$ cat config.mk
export PLATFORM = sky130hd
export DESIGN_NAME = if_prefetch_unit_flat
export DESIGN_NICKNAME = d
export VERILOG_FILES = /design/src/rtl/if_prefetch_unit_if.sv /design/src/rtl/if_prefetch_unit.sv /design/src/flat_wrapper.sv
export SDC_FILE = /design/constraint.sdc
export NUM_CORES = 1
export LEC_CHECK = 0
export ABC_CLOCK_PERIOD_IN_PS = 1900
export CORE_ASPECT_RATIO = 0.6
export CORE_MARGIN = 8
export CORE_UTILIZATION = 50
export DETAILED_ROUTE_END_ITERATION = 7
export PLACE_DENSITY = 0.81
export SLEW_MARGIN = 15
export SYNTH_ARGS = -nofsm -noshare
export SYNTH_HDL_FRONTEND = slang
export SYNTH_SLANG_ARGS = --single-unit
$ cat constraint.sdc
create_clock -name CLK -period 1.9 [get_ports CLK]
set_clock_uncertainty 0.2 [all_clocks]
set_input_delay 0.38 -clock CLK [delete_from_list [all_inputs] [get_ports CLK]]
set_output_delay 0.38 -clock CLK [all_outputs]
set_load 0.01 [all_outputs]
$ cat src/rtl/if_prefetch_unit_if.sv
// Bundle of the fetch stage's two handshakes.
//   Memory side : mem_req/mem_addr out, mem_gnt/mem_rvalid/mem_rdata in.
//   Decode side : inst_valid/inst_data/inst_pc out, inst_ready in.
// The master modport is the prefetch unit's view. The slave modport is the
// view of the memory and decode blocks that surround it.
interface if_prefetch_unit_if #(
    parameter int DATA_W = 32,
    parameter int ADDR_W = 32
);
    logic              mem_req;
    logic [ADDR_W-1:0] mem_addr;
    logic              mem_gnt;
    logic              mem_rvalid;
    logic [DATA_W-1:0] mem_rdata;

    logic              inst_valid;
    logic              inst_ready;
    logic [DATA_W-1:0] inst_data;
    logic [ADDR_W-1:0] inst_pc;

    modport master (
        output mem_req, mem_addr, inst_valid, inst_data, inst_pc,
        input  mem_gnt, mem_rvalid, mem_rdata, inst_ready
    );

    modport slave (
        input  mem_req, mem_addr, inst_valid, inst_data, inst_pc,
        output mem_gnt, mem_rvalid, mem_rdata, inst_ready
    );
endinterface

$ cat src/rtl/if_prefetch_unit.sv
// Instruction-fetch stage with a DEPTH-entry prefetch queue.
// The stage owns the fetch PC and keeps at most one memory request in flight.
// It buffers {pc, instruction} pairs and presents the oldest pair to decode.
// A taken branch flushes the queue and discards any response still in flight.
// Ports:
//   CLK, RST_N  clock (rising edge) and asynchronous active-low reset
//   pc_WPC      fetch enable (gates new requests only)
//   tf_out      branch-taken pulse; alu_result is the redirect target
//   bus         memory and decode handshakes (master modport)
//   mxpc_out    current fetch PC, i.e. the next address to request
//   q_count     number of queued entries
//
// state  | meaning
// -------+--------------------------------------------------------------
// IDLE   | nothing in flight; raise a request when enabled and space is free
// REQ    | request raised, waiting for mem_gnt; mem_addr held stable
// WAIT   | request granted, response will be pushed into the queue
// DROP   | request granted but a redirect happened since; discard response
module if_prefetch_unit #(
    parameter int                DATA_W   = 32,
    parameter int                ADDR_W   = 32,
    parameter int                DEPTH    = 4,
    parameter int                PC_INC   = 1,
    parameter logic [ADDR_W-1:0] RESET_PC = '0
) (
    input  logic                         CLK,
    input  logic                         RST_N,
    input  logic                         pc_WPC,
    input  logic                         tf_out,
    input  logic [ADDR_W-1:0]            alu_result,
    if_prefetch_unit_if.master           bus,
    output logic [ADDR_W-1:0]            mxpc_out,
    output logic [$clog2(DEPTH+1)-1:0]   q_count
);
    localparam int CW = $clog2(DEPTH+1);
    localparam int PW = $clog2(DEPTH);

    typedef enum logic [1:0] {S_IDLE, S_REQ, S_WAIT, S_DROP} state_t;

    state_t            state, state_nxt;
    logic [ADDR_W-1:0] pc;
    logic [ADDR_W-1:0] tag;
    logic [PW-1:0]     rd_ptr, wr_ptr;
    logic [CW-1:0]     count;
    logic [DATA_W-1:0] q_data [DEPTH];
    logic [ADDR_W-1:0] q_pc   [DEPTH];

    logic req, push, pop, grant, space_ok;

    // Only IDLE can start a request, and nothing is in flight in IDLE.
    // So this check alone reserves the slot for the eventual response.
    assign space_ok = (count < CW'(DEPTH));
    assign grant    = req && bus.mem_gnt;
    assign pop      = (count != '0) && bus.inst_ready && !tf_out;

    always_ff @(posedge CLK or negedge RST_N) begin
        if (!RST_N) begin
            state <= S_IDLE;
            pc    <= RESET_PC;
            tag   <= '0;
        end else begin
            state <= state_nxt;
            if (tf_out) begin
                pc <= alu_result;
            end else if (grant) begin
                pc <= pc + ADDR_W'(PC_INC);
            end
            if (grant) begin
                tag <= pc;
            end
        end
    end

    always_comb begin
        state_nxt = state;
        req       = 1'b0;
        push      = 1'b0;
        case (state)
            S_IDLE: begin
                if (!tf_out && pc_WPC && space_ok) begin
                    req       = 1'b1;
                    state_nxt = bus.mem_gnt ? S_WAIT : S_REQ;
                end
            end
            S_REQ: begin
                // Dropping pc_WPC does not withdraw the request; a redirect does.
                if (tf_out) begin
                    state_nxt = S_IDLE;
                end else begin
                    req = 1'b1;
                    if (bus.mem_gnt) begin
                        state_nxt = S_WAIT;
                    end
                end
            end
            S_WAIT: begin
                if (bus.mem_rvalid) begin
                    // A response that lands in the same cycle as a redirect is stale.
                    push      = !tf_out;
                    state_nxt = S_IDLE;
                end else if (tf_out) begin
                    state_nxt = S_DROP;
                end
            end
            S_DROP: begin
                if (bus.mem_rvalid) begin
                    state_nxt = S_IDLE;
                end
            end
            default: state_nxt = S_IDLE;
        endcase
    end

    always_ff @(posedge CLK or negedge RST_N) begin
        if (!RST_N) begin
            rd_ptr <= '0;
            wr_ptr <= '0;
            count  <= '0;
            for (int i = 0; i < DEPTH; i++) begin
                q_data[i] <= '0;
                q_pc[i]   <= '0;
            end
        end else if (tf_out) begin
            rd_ptr <= '0;
            wr_ptr <= '0;
            count  <= '0;
        end else begin
            if (push) begin
                q_data[wr_ptr] <= bus.mem_rdata;
                q_pc[wr_ptr]   <= tag;
                wr_ptr         <= wr_ptr + PW'(1);
            end
            if (pop) begin
                rd_ptr <= rd_ptr + PW'(1);
            end
            case ({push, pop})
                2'b10:   count <= count + CW'(1);
                2'b01:   count <= count - CW'(1);
                default: count <= count;
            endcase
        end
    end

    // mem_req is gated by reset so that it reads 0 as soon as RST_N falls.
    assign bus.mem_req    = req && RST_N;
    assign bus.mem_addr   = pc;
    assign bus.inst_valid = (count != '0);
    assign bus.inst_data  = q_data[rd_ptr];
    assign bus.inst_pc    = q_pc[rd_ptr];
    assign mxpc_out       = pc;
    assign q_count        = count;
endmodule
$ cat src/flat_wrapper.sv
// flat-port wrapper written by rule: the top's interface ports become plain ports
module if_prefetch_unit_flat 
#(
    parameter int                DATA_W   = 32,
    parameter int                ADDR_W   = 32,
    parameter int                DEPTH    = 4,
    parameter int                PC_INC   = 1,
    parameter logic [ADDR_W-1:0] RESET_PC = '0
)
  (CLK, RST_N, pc_WPC, tf_out, alu_result, mxpc_out, q_count, bus_mem_req, bus_mem_addr, bus_inst_valid, bus_inst_data, bus_inst_pc, bus_mem_gnt, bus_mem_rvalid, bus_mem_rdata, bus_inst_ready);
  if_prefetch_unit_if #(.DATA_W(DATA_W), .ADDR_W(ADDR_W)) bus_i ();
  input  logic CLK;
  input  logic RST_N;
  input  logic pc_WPC;
  input  logic tf_out;
  input  logic [ADDR_W-1:0] alu_result;
  output logic [ADDR_W-1:0] mxpc_out;
  output logic [$clog2(DEPTH+1)-1:0] q_count;
  output wire logic [$bits(bus_i.mem_req)-1:0] bus_mem_req;
  output wire logic [$bits(bus_i.mem_addr)-1:0] bus_mem_addr;
  output wire logic [$bits(bus_i.inst_valid)-1:0] bus_inst_valid;
  output wire logic [$bits(bus_i.inst_data)-1:0] bus_inst_data;
  output wire logic [$bits(bus_i.inst_pc)-1:0] bus_inst_pc;
  input wire logic [$bits(bus_i.mem_gnt)-1:0] bus_mem_gnt;
  input wire logic [$bits(bus_i.mem_rvalid)-1:0] bus_mem_rvalid;
  input wire logic [$bits(bus_i.mem_rdata)-1:0] bus_mem_rdata;
  input wire logic [$bits(bus_i.inst_ready)-1:0] bus_inst_ready;
  assign bus_mem_req = bus_i.mem_req;
  assign bus_mem_addr = bus_i.mem_addr;
  assign bus_inst_valid = bus_i.inst_valid;
  assign bus_inst_data = bus_i.inst_data;
  assign bus_inst_pc = bus_i.inst_pc;
  assign bus_i.mem_gnt = bus_mem_gnt;
  assign bus_i.mem_rvalid = bus_mem_rvalid;
  assign bus_i.mem_rdata = bus_mem_rdata;
  assign bus_i.inst_ready = bus_inst_ready;
  if_prefetch_unit #(.DATA_W(DATA_W), .ADDR_W(ADDR_W), .DEPTH(DEPTH), .PC_INC(PC_INC), .RESET_PC(RESET_PC)) u_core (.CLK(CLK), .RST_N(RST_N), .pc_WPC(pc_WPC), .tf_out(tf_out), .alu_result(alu_result), .bus(bus_i), .mxpc_out(mxpc_out), .q_count(q_count));
endmodule
Word level (Yosys, flattened, before mapping):

Index checks and enable logic that the tools add are counted.

* order comparisons: 4
* div/mod/pow operators: 0
* add/subtract/negate cells: 5
* eq/ne operators: 9
* mux-type cells: 31
* reductions and logical operators: 16
* bitwise operators: 3
* shift-type cells: 0
* $mul: 0

Operators with widths (count)
* $bwmux 128: 2
* $mux 32: 7
* $bmux 32 s2: 2
* $demux 32 s2: 1
* $add 32x1->32 const B: 1
* $mux 2: 11
* $pmux 2 s4: 1
* $logic_and 1x1->1: 7
* $eq 2x2->1 const B: 3
* $ge 3x3->1 const B: 2
* $ne 3x3->1 const B: 2
* $not 2->3: 2
* $pmux 3 s2: 1
* $reduce_bool 2->1: 3
* $reduce_bool 3->1: 2
* $add 2x1->2 const B: 2
* $eq 2x1->1 const B: 2
* $mux 1: 4
* $reduce_and 4->1: 1
* $add 3x1->3 const B: 1
* $lt 3x1->1 const B: 1
* $lt 3x3->1 const B: 1
* $mux 3: 1
* $sub 3x1->3 const B: 1
* other kinds (7): 7

* register bits after elaboration: 329
* memories kept: 0
* input bits: 71
* RAM bits: 0
* logic and storage cells: 82
* output and inout bits: 133
* bits in read-only memories: 0
* bits in latches: 0

Depth between registers and ports, before layout:

Gate-level depths: netlist of the first run.

* depth after elaboration: 8
* mapped depth: 9

Least setup slack after synthesis of the first run:

Ideal clock, no wire load.

* path type: in2reg
* start point: in tf_out
* end point: reg u_core.count[2], in the netlist u_core.q_count[2]
* cell stages on the path: 9
* library setup time: 0.132 ns
* path buffers: 3
* setup slack: -0.507 ns
* arrival time: 2.075 ns
* data required time: 1.568 ns
* cell sequence: clkbuf_1 > clkbuf_1 > buf_1 > nor2_1 > fa_1 > nor3b_1 > o21bai_1 > xnor2_1 > nor2_1

* word-level cells in the longest chain between the ends: 6
* elaborated cells on any way between the ends: 9
* those cells by class: eq/ne (2); mux (4); reduce/logical (3)

RTL lines
* start, declared: line flat_wrapper.sv:15 `input logic tf_out;`
* $logic_not 1->1: line if_prefetch_unit.sv:54, if_prefetch_unit.sv:99
* $mux 1: line if_prefetch_unit.sv:97 `if (bus.mem_rvalid) begin`
* $mux 1: line if_prefetch_unit.sv:78 `case (state)`
* $eq 2x1->1 / $eq 2x2->1 (equally long branches): line if_prefetch_unit.sv:136 `case ({push, pop})`
* $pmux 3 s2: line if_prefetch_unit.sv:136
* $mux 3: line if_prefetch_unit.sv:123 `end else if (tf_out) begin`
* end signal, assigned: line if_prefetch_unit.sv:137 `2'b10: count <= count + CW'(1);`
* end signal, assigned: line if_prefetch_unit.sv:138 `2'b01: count <= count - CW'(1);`
* end signal, assigned: line if_prefetch_unit.sv:139 `default: count <= count;`
* end, declared: line if_prefetch_unit.sv:44 `logic [CW-1:0] count;`

Parallel ways exist; a longest one is shown, timed or not.
A chain may end at the register's enable or synchronous reset.

Final worst setup path of the first run:

* start point: reg u_core.rd_ptr[0]
* end point: out bus_inst_data[18]

* word-level cells in the longest chain between the ends: 4

RTL lines
* start, declared: line if_prefetch_unit.sv:43 `logic [PW-1:0] rd_ptr, wr_ptr;`
* start signal, assigned: line if_prefetch_unit.sv:134 `rd_ptr <= rd_ptr + PW'(1);`
* $not 2->3 (implied by the code): line if_prefetch_unit.sv:148 `assign bus.inst_data = q_data[rd_ptr];`
* $bmux 32 s2: line if_prefetch_unit.sv:148
* $mux 32 (implied by the code) (2 in a row): line if_prefetch_unit.sv:148
* end, declared: line flat_wrapper.sv:22 `output wire logic [$bits(bus_i.inst_data)-1:0] bus_inst_data;`

Every way passes these cells. The select of a mux whose other input is x is not followed.

==> results.sh, run 1 <==
export IMPL_drc=0
export IMPL_grt_max_degree=121
export IMPL_synth_edf_count=0
export IMPL_cts_root_buf="clkbuf_16"
export IMPL_tns_ns=-55.39
export IMPL_grt_use_met2=0.377
export IMPL_p_clk_frac=0.275
export IMPL_yosys_area_top_type_share=0.556
export IMPL_crit_required_ns=1.32
export IMPL_critPathCapture="bus_inst_data[18]"
export IMPL_synthCells=1062
export IMPL_cp_slowest_cell="mux4_2"
export IMPL_cp_common_cell="buf_6"
export IMPL_syn_area_per_cell_sq_um=13.9
export IMPL_slew_viol_final=0
export IMPL_leakage_nw=10.0
export IMPL_fin_crit_ns=2.61
export IMPL_synth_area_leaders="dfrtp_1, mux2_2, mux4_2, nand2_1, buf_4"
export IMPL_boundaryPins=204
export IMPL_antenna_found_initial=2
export IMPL_port_buffer_count=203
export IMPL_clk_pin_slew_ns=0.08
export IMPL_powerDensity_nw_per_um2=1180
export IMPL_area_growth_pct=41.5
export IMPL_cts_tree="done"
export IMPL_async_flop_share=1.00
export IMPL_rsz0062_at_grt="true"
export IMPL_synth_top_flop_cell="dfrtp_1"
export IMPL_clock_sinks=329
export IMPL_syn_num_nets=1139
export IMPL_start_util=0.511
export IMPL_cts_made_buffers=31
export IMPL_p_total_mw=24.8
export IMPL_critical_path_class="flop to primary output"
export IMPL_grt_pass1_vias=11500
export IMPL_place_gp_congestion=0.873
export IMPL_wl_per_cell_microns=26.1
export IMPL_regToRegStartpoint="u_core.bus.mem_addr[0]"
export IMPL_die_h_microns=149
export IMPL_r2r_setup_slack_ns=-0.44
export IMPL_setup_viol=202
export IMPL_synth_largest_area_cell="dfrtp_1"
export IMPL_whs_ns=0.118
export IMPL_drive_above_1_share=0.581
export IMPL_p_switching_mw=7.76
export IMPL_reg2reg_depth=8
export IMPL_hold_viol=0
export IMPL_clock_fmax_mhz=383
export IMPL_violations="negative setup slack"
export IMPL_outcome="complete, but fails checks"
export IMPL_slowest_delay_ns=0.55
export IMPL_final_cells=1846
export IMPL_ant_nets=0
export IMPL_preCtsSetupSlack_ns=-0.951
export IMPL_grt_usage=0.242
export IMPL_cap_violations=0
export IMPL_synth_distinct_cells=51
export IMPL_path_cells="buf_6 -> buf_12 -> mux4_2 -> buf_6"
export IMPL_reg2reg_to="u_core.bus.mem_addr[26]"
export IMPL_rows=48
export IMPL_clk_path_buf_depth=3
export IMPL_critPathBufInv=3
export IMPL_dp_hpwl_microns=25500
export IMPL_firstDrtPassIters=5
export IMPL_h_tree_depth=1
export IMPL_grt_busiest_layer="met2"
export IMPL_nFillCells=1783
export IMPL_startpoint="u_core.rd_ptr[0]"
export IMPL_hold_path_class="input pin to flop"
export IMPL_ir_drop_mv=0.925
export IMPL_viasPerCell=6.03
export IMPL_synth_area_sq_um=14800
export IMPL_pwr_share_comb=0.340
export IMPL_wl_microns=48200
export IMPL_grt_util_met1=0.337
export IMPL_p_sw_frac=0.314
export IMPL_grtUsageMet3=0.0618
export IMPL_cp_top_family="multiplexers"
export IMPL_chipWidth_microns=238
export IMPL_initialDrtViolationCount=1057
export IMPL_grt_pass1_wl_microns=68000
export IMPL_grt_overflow=0
export IMPL_dieArea_sq_um=35500
export IMPL_end_kind="primary output"
export IMPL_start_kind="flop"
export IMPL_ys_warn_count=0
export IMPL_cp_depth=4
export IMPL_via_count=11100
export IMPL_coreArea_sq_um=28900
export IMPL_clock_latency_ns=0.60
export IMPL_ys_seq_area_frac=0.556
export IMPL_arrival_ns=2.03
export IMPL_ys_ff_latch=329
export IMPL_slew_limit_headroom=0.543
export IMPL_seqPwrFrac=0.386
export IMPL_nets=1497
export IMPL_setup_slack_ns=-0.713
export IMPL_crit_fanout=6
export IMPL_p_int_mw=17.0
export IMPL_fin_crit_sh=1.38
export IMPL_worstMarginPinSlew_ns=0.686
export IMPL_place_inst=1671
worst min-delay path by stage:
stage / startpoint / endpoint / slack [ns] / depth (start not counted)
2_1_floorplan: RST_N / u_core.bus.mem_addr[0] / -0.12 / 0
3_3_place_gp: RST_N / u_core.q_data[57] / 0.15 / 2
3_5_place_dp: RST_N / u_core.q_data[57] / 0.15 / 2
4_1_cts: tf_out / u_core.state[0] / 0.09 / 4
5_1_grt: tf_out / u_core.state[0] / 0.11 / 4
6_report: tf_out / u_core.state[0] / 0.12 / 4
power groups by stage:
stage | logic [mW] | registers (mW) | clock network, mW
after floorplan | 3.63 | 9.21 | 0
after global placement | 6.86 | 9.41 | 0
after detailed placement | 7.00 | 9.54 | 0
after CTS | 7.77 | 9.40 | 6.79
after global routing | 8.86 | 9.69 | 7.13
final | 8.41 | 9.54 | 6.80
kinds of logic after synthesis:
family / after synthesis / synth area share
mux: 323 / 0.294
fa+ha+maj: 6 / 0.00558
simple gates: 220 / 0.0666
flops: 329 / 0.556
buf+inv: 100 / 0.0365
compound gates: 71 / 0.0328
xor+xnor: 13 / 0.00770
worst min-delay path, delay by kind of cell:
kind | cells | cell delay (ns)
AO/OA/AOI/OAI | 1 | 0.10
buffers and inverters | 2 | 0.27
AND/OR/NAND/NOR | 1 | 0.12
routing by layer:
layer | vias up | part of all wire
met5 | - | 0.00027
met4 | 2 | 0.035
met3 | 151 | 0.086
met2 | 689 | 0.46
met1 | 5724 | 0.42
li1 | 4567 | -
sequential cells by signal, indices dropped and copies added, names as in the netlist:
name and flops:
u_core.q_data 128, u_core.q_pc 128, u_core.bus.mem_addr 32, u_core.tag 32, u_core.q_count 3, u_core.rd_ptr 2
u_core.state 2, u_core.wr_ptr 2
through the flow:
stage               utilization  area (sq um)
CTS                       0.687         19900
finish                    0.723         20900
global route              0.723         20900
global placement          0.618         17900
detailed placement        0.618         17900
floorplan                     -         15000
synthesized netlist by cell type, drive strengths merged (3+ instances only):
master	number
nor3	5
clkbuf	20
mux4	64
xnor2	6
and3	6
nand3b	3
nand2	141
a31o	3
a31oi	5
and2	3
inv	7
nand4	12
ha	5
a21oi	4
o211ai	6
xor2	7
mux2	256
mux2i	3
a22oi	3
o21ai	27
a32oi	3
nand3	11
dfrtp	329
buf	73
or3	3
o311ai	8
nor2	26
nor4	4
timing repair:
item,4_1_cts,5_1_grt
hold endpoints to repair,282,0
hold buffers,3,0
setup buffers,67,43
pin swaps,43,52
gates cloned,12,11
resized for setup,684,167
endpoints found under the setup margin,196,437
layout make-up:
type | instances | area, sq um | share of cell area
clock buffers | 34 | 797 | 0.0381
well taps | 400 | 500 | 0.0239
clock inverters | 24 | 305 | 0.0146
flip-flops and latches | 329 | 8260 | 0.395
inverters | 7 | 26.3 | 0.00125
diodes | 1 | 2.50 | 0.000120
repair buffers | 418 | 4390 | 0.210
multi-input cells | 633 | 6660 | 0.318
cells in the final DEF, fill, tap and decap left out, drive strengths merged, types with 3 or more instances in the layout:
cell type and count:
a21oi 4, a22oi 3, a31o 3, a31oi 5, a32oi 3, and2 3
and3 6, buf 322, bufinv 6, clkbuf 45, clkdlybuf4s15 6, clkdlybuf4s50 68
clkinv 11, clkinvlp 5, dfrtp 329, dlygate4sd2 8, dlygate4sd3 3, ha 5
inv 9, mux2 256, mux2i 3, mux4 64, nand2 141, nand3 11
nand3b 3, nand4 12, nor2 26, nor3 5, nor4 4, o211ai 6
o21ai 27, o311ai 8, or3 3, xnor2 6, xor2 7
Note: power is estimated with default switching activity, not from simulation.
==> run 2, diff against run 1 <==
- CTS_BUF_LIST: unset -> sky130_fd_sc_hd__clkbuf_16
- CTS_CLUSTER_SIZE: unset -> 8
==> run 2 against run 1 <==
The run still ends with negative setup slack left; clock power up 8.2%; sequential power about the same; clock-buffer cell count rose by 14; critical path type unchanged; critical endpoint is now bus_inst_pc[18].
==> results.sh, run 2 (synthesis results as in run 1) <==
export IMPL_outcome="complete, but fails checks"
export IMPL_violations="negative setup slack"
export IMPL_end_kind="primary output"
export IMPL_grt_overflow=0
export IMPL_rsz0062_at_grt="true"
export IMPL_top_layer="met5"
export IMPL_dp_hpwl_microns=25500
export IMPL_place_area_sq_um=17900
export IMPL_ant_nets=0
export IMPL_hold_path_class="input pin to flop"
export IMPL_via_count=11000
export IMPL_reg2reg_depth=7
export IMPL_path_cells="buf_6 -> buf_12 -> buf_16 -> mux4_2 -> buf_6"
export IMPL_port_buffer_count=203
export IMPL_met2_length_microns=22000
export IMPL_coreArea_sq_um=28900
export IMPL_clock_sinks=329
export IMPL_p_sw_frac=0.303
export IMPL_slowest_delay_ns=0.52
export IMPL_wl_microns=47600
export IMPL_start_kind="flop"
export IMPL_leakage_nw=10.1
export IMPL_setup_slack_ns=-0.757
export IMPL_wl_met3_microns=4280
export IMPL_drive_above_1_share=0.568
export IMPL_cts_made_buffers=47
export IMPL_place_inst=1671
export IMPL_powerDensity_nw_per_um2=1210
export IMPL_cts_root_buf="clkbuf_16"
export IMPL_cp_slowest_cell="dfrtp_4"
export IMPL_hold_start="tf_out"
export IMPL_slew_limit_headroom=0.540
export IMPL_p_switching_mw=7.72
export IMPL_cp_common_cell="buf_6"
export IMPL_h_tree_depth=2
export IMPL_grt_pass1_vias=11700
export IMPL_reg2reg_to="u_core.bus.mem_addr[21]"
export IMPL_arrival_ns=2.08
export IMPL_crit_fanout=5
export IMPL_final_cells=1833
export IMPL_grt_usage=0.246
export IMPL_place_gp_congestion=0.873
export IMPL_stdcell_area_sq_um=21100
export IMPL_start_util=0.511
export IMPL_fin_crit_ns=2.66
export IMPL_cts_tree="done"
export IMPL_clock_fmax_mhz=376
export IMPL_seqPwrFrac=0.374
export IMPL_initialDrtViolationCount=896
export IMPL_hold_end="u_core.q_count[2]"
export IMPL_slew_viol_final=0
export IMPL_antenna_found_initial=2
export IMPL_nFillCells=1734
export IMPL_area_growth_pct=42.6
export IMPL_crit_required_ns=1.32
export IMPL_grt_max_degree=121
export IMPL_pwr_share_comb=0.337
export IMPL_cap_violations=0
export IMPL_fin_crit_sh=1.40
export IMPL_clk_path_buf_depth=3
export IMPL_drc=0
export IMPL_boundaryPins=204
export IMPL_rows=48
export IMPL_hold_path_depth=3
export IMPL_viasPerCell=6.03
export IMPL_die_h_microns=149
export IMPL_wl_per_cell_microns=26.0
export IMPL_chipWidth_microns=238
export IMPL_p_clk_frac=0.289
export IMPL_dieArea_sq_um=35500
export IMPL_critical_path_class="flop to primary output"
export IMPL_preCtsSetupSlack_ns=-0.951
export IMPL_r2r_setup_slack_ns=-0.35
export IMPL_reg_top3="u_core.q_data: 128 flops, u_core.q_pc: 128 flops"
export IMPL_wl_met1_microns=19700
export IMPL_p_int_mw=17.8
export IMPL_tns_ns=-53.35
export IMPL_hold_viol=0
export IMPL_grt_pass1_wl_microns=68900
export IMPL_worstMarginPinSlew_ns=0.690
export IMPL_ir_drop_mv=0.685
export IMPL_nets=1501
export IMPL_final_common_cell="dfrtp_1"
export IMPL_setup_viol=132
export IMPL_firstDrtPassIters=5
export IMPL_regToRegStartpoint="u_core.bus.mem_addr[9]"
export IMPL_clk_pin_slew_ns=0.05
export IMPL_clock_latency_ns=0.55
export IMPL_final_cell_mix="dfrtp_1, mux2_2, buf_6"
[run 2: cell types whose count changed in the layout (fill, tap and decap cells not counted), sizes merged]
cell           delta
clkbuf           +11
clkdlybuf4s15     -2
clkinvlp          -5
bufinv            -6
dlygate4sd3       -2
buf              -11
dlygate4sd2       +6
inv               +5
clkinv            -9
[run 2: routing by layer]
| layer | global-route usage | vias to the layer above |
|---|---|---|
| met5 | 0 | - |
| met3 | 0.0661 | 158 |
| met2 | 0.386 | 639 |
| li1 | - | 4555 |
| met4 | 0.0673 | 2 |
| met1 | 0.337 | 5690 |
[run 2: layout make-up]
class,count,area [sq um],area share
Antenna cell,1,2.50,0.000119
Multi-Input combinational cell,633,6680,0.317
Tap cell,400,500,0.0237
Timing Repair Buffer,406,4370,0.207
Clock inverter,9,56.3,0.00267
Clock buffer,48,1200,0.0569
Inverter,7,26.3,0.00125
Sequential cell,329,8260,0.392
[run 2: repair_timing]
| action | 4_1_cts | 5_1_grt |
|---|---|---|
| pin swaps | 52 | 47 |
| hold buffers | 1 | 0 |
| buffers inserted | 56 | 37 |
| setup endpoints to repair | 177 | 344 |
| cloned | 13 | 9 |
| endpoints found under the hold margin | 115 | 0 |
| gates resized for setup | 674 | 144 |
[run 2: worst max-delay path by stage]
| stage | to | slack, ns | start |
|---|---|---|---|
| floorplan | u_core.q_count[2] | -0.18 | u_core.q_count[2] |
| global placement | bus_mem_req | -0.97 | pc_WPC |
| detailed placement | bus_mem_req | -0.95 | pc_WPC |
| CTS | bus_inst_pc[18] | -0.77 | u_core.rd_ptr[0] |
| global route | bus_inst_data[12] | -0.80 | u_core.rd_ptr[0] |
| finish | bus_inst_pc[18] | -0.76 | u_core.rd_ptr[0] |
[run 2: stage by stage]
stage                     hold WS [ns]  power, mW  utilization
after floorplan                 -0.116       12.8            -
after global placement           0.154       16.3        0.618
after detailed placement         0.152       16.5        0.618
after CTS                       0.0174       24.8        0.695
after global routing            0.0776       26.5        0.729
final                           0.0898       25.5        0.729
[run 2: power groups by stage]
| stage | Combinational (mW) | Clock [mW] | Sequential (mW) |
|---|---|---|---|
| after floorplan | 3.63 | 0 | 9.21 |
| after global placement | 6.86 | 0 | 9.41 |
| after detailed placement | 7.00 | 0 | 9.54 |
| after CTS | 7.86 | 7.45 | 9.44 |
| after global routing | 9.07 | 7.78 | 9.69 |
| final | 8.60 | 7.36 | 9.53 |
[run 2: critical path, delay by kind of cell, from the launching register on]
kind     cells  cell delay [ns]
flops        1             0.52
mux          1             0.46
buf+inv      4             0.56
==> run 3, diff against run 2 <==
- CAP_MARGIN: unset -> 10
==> results of run 3 <==
No change in the layout: final DEF, timing and power equal those of run 2.
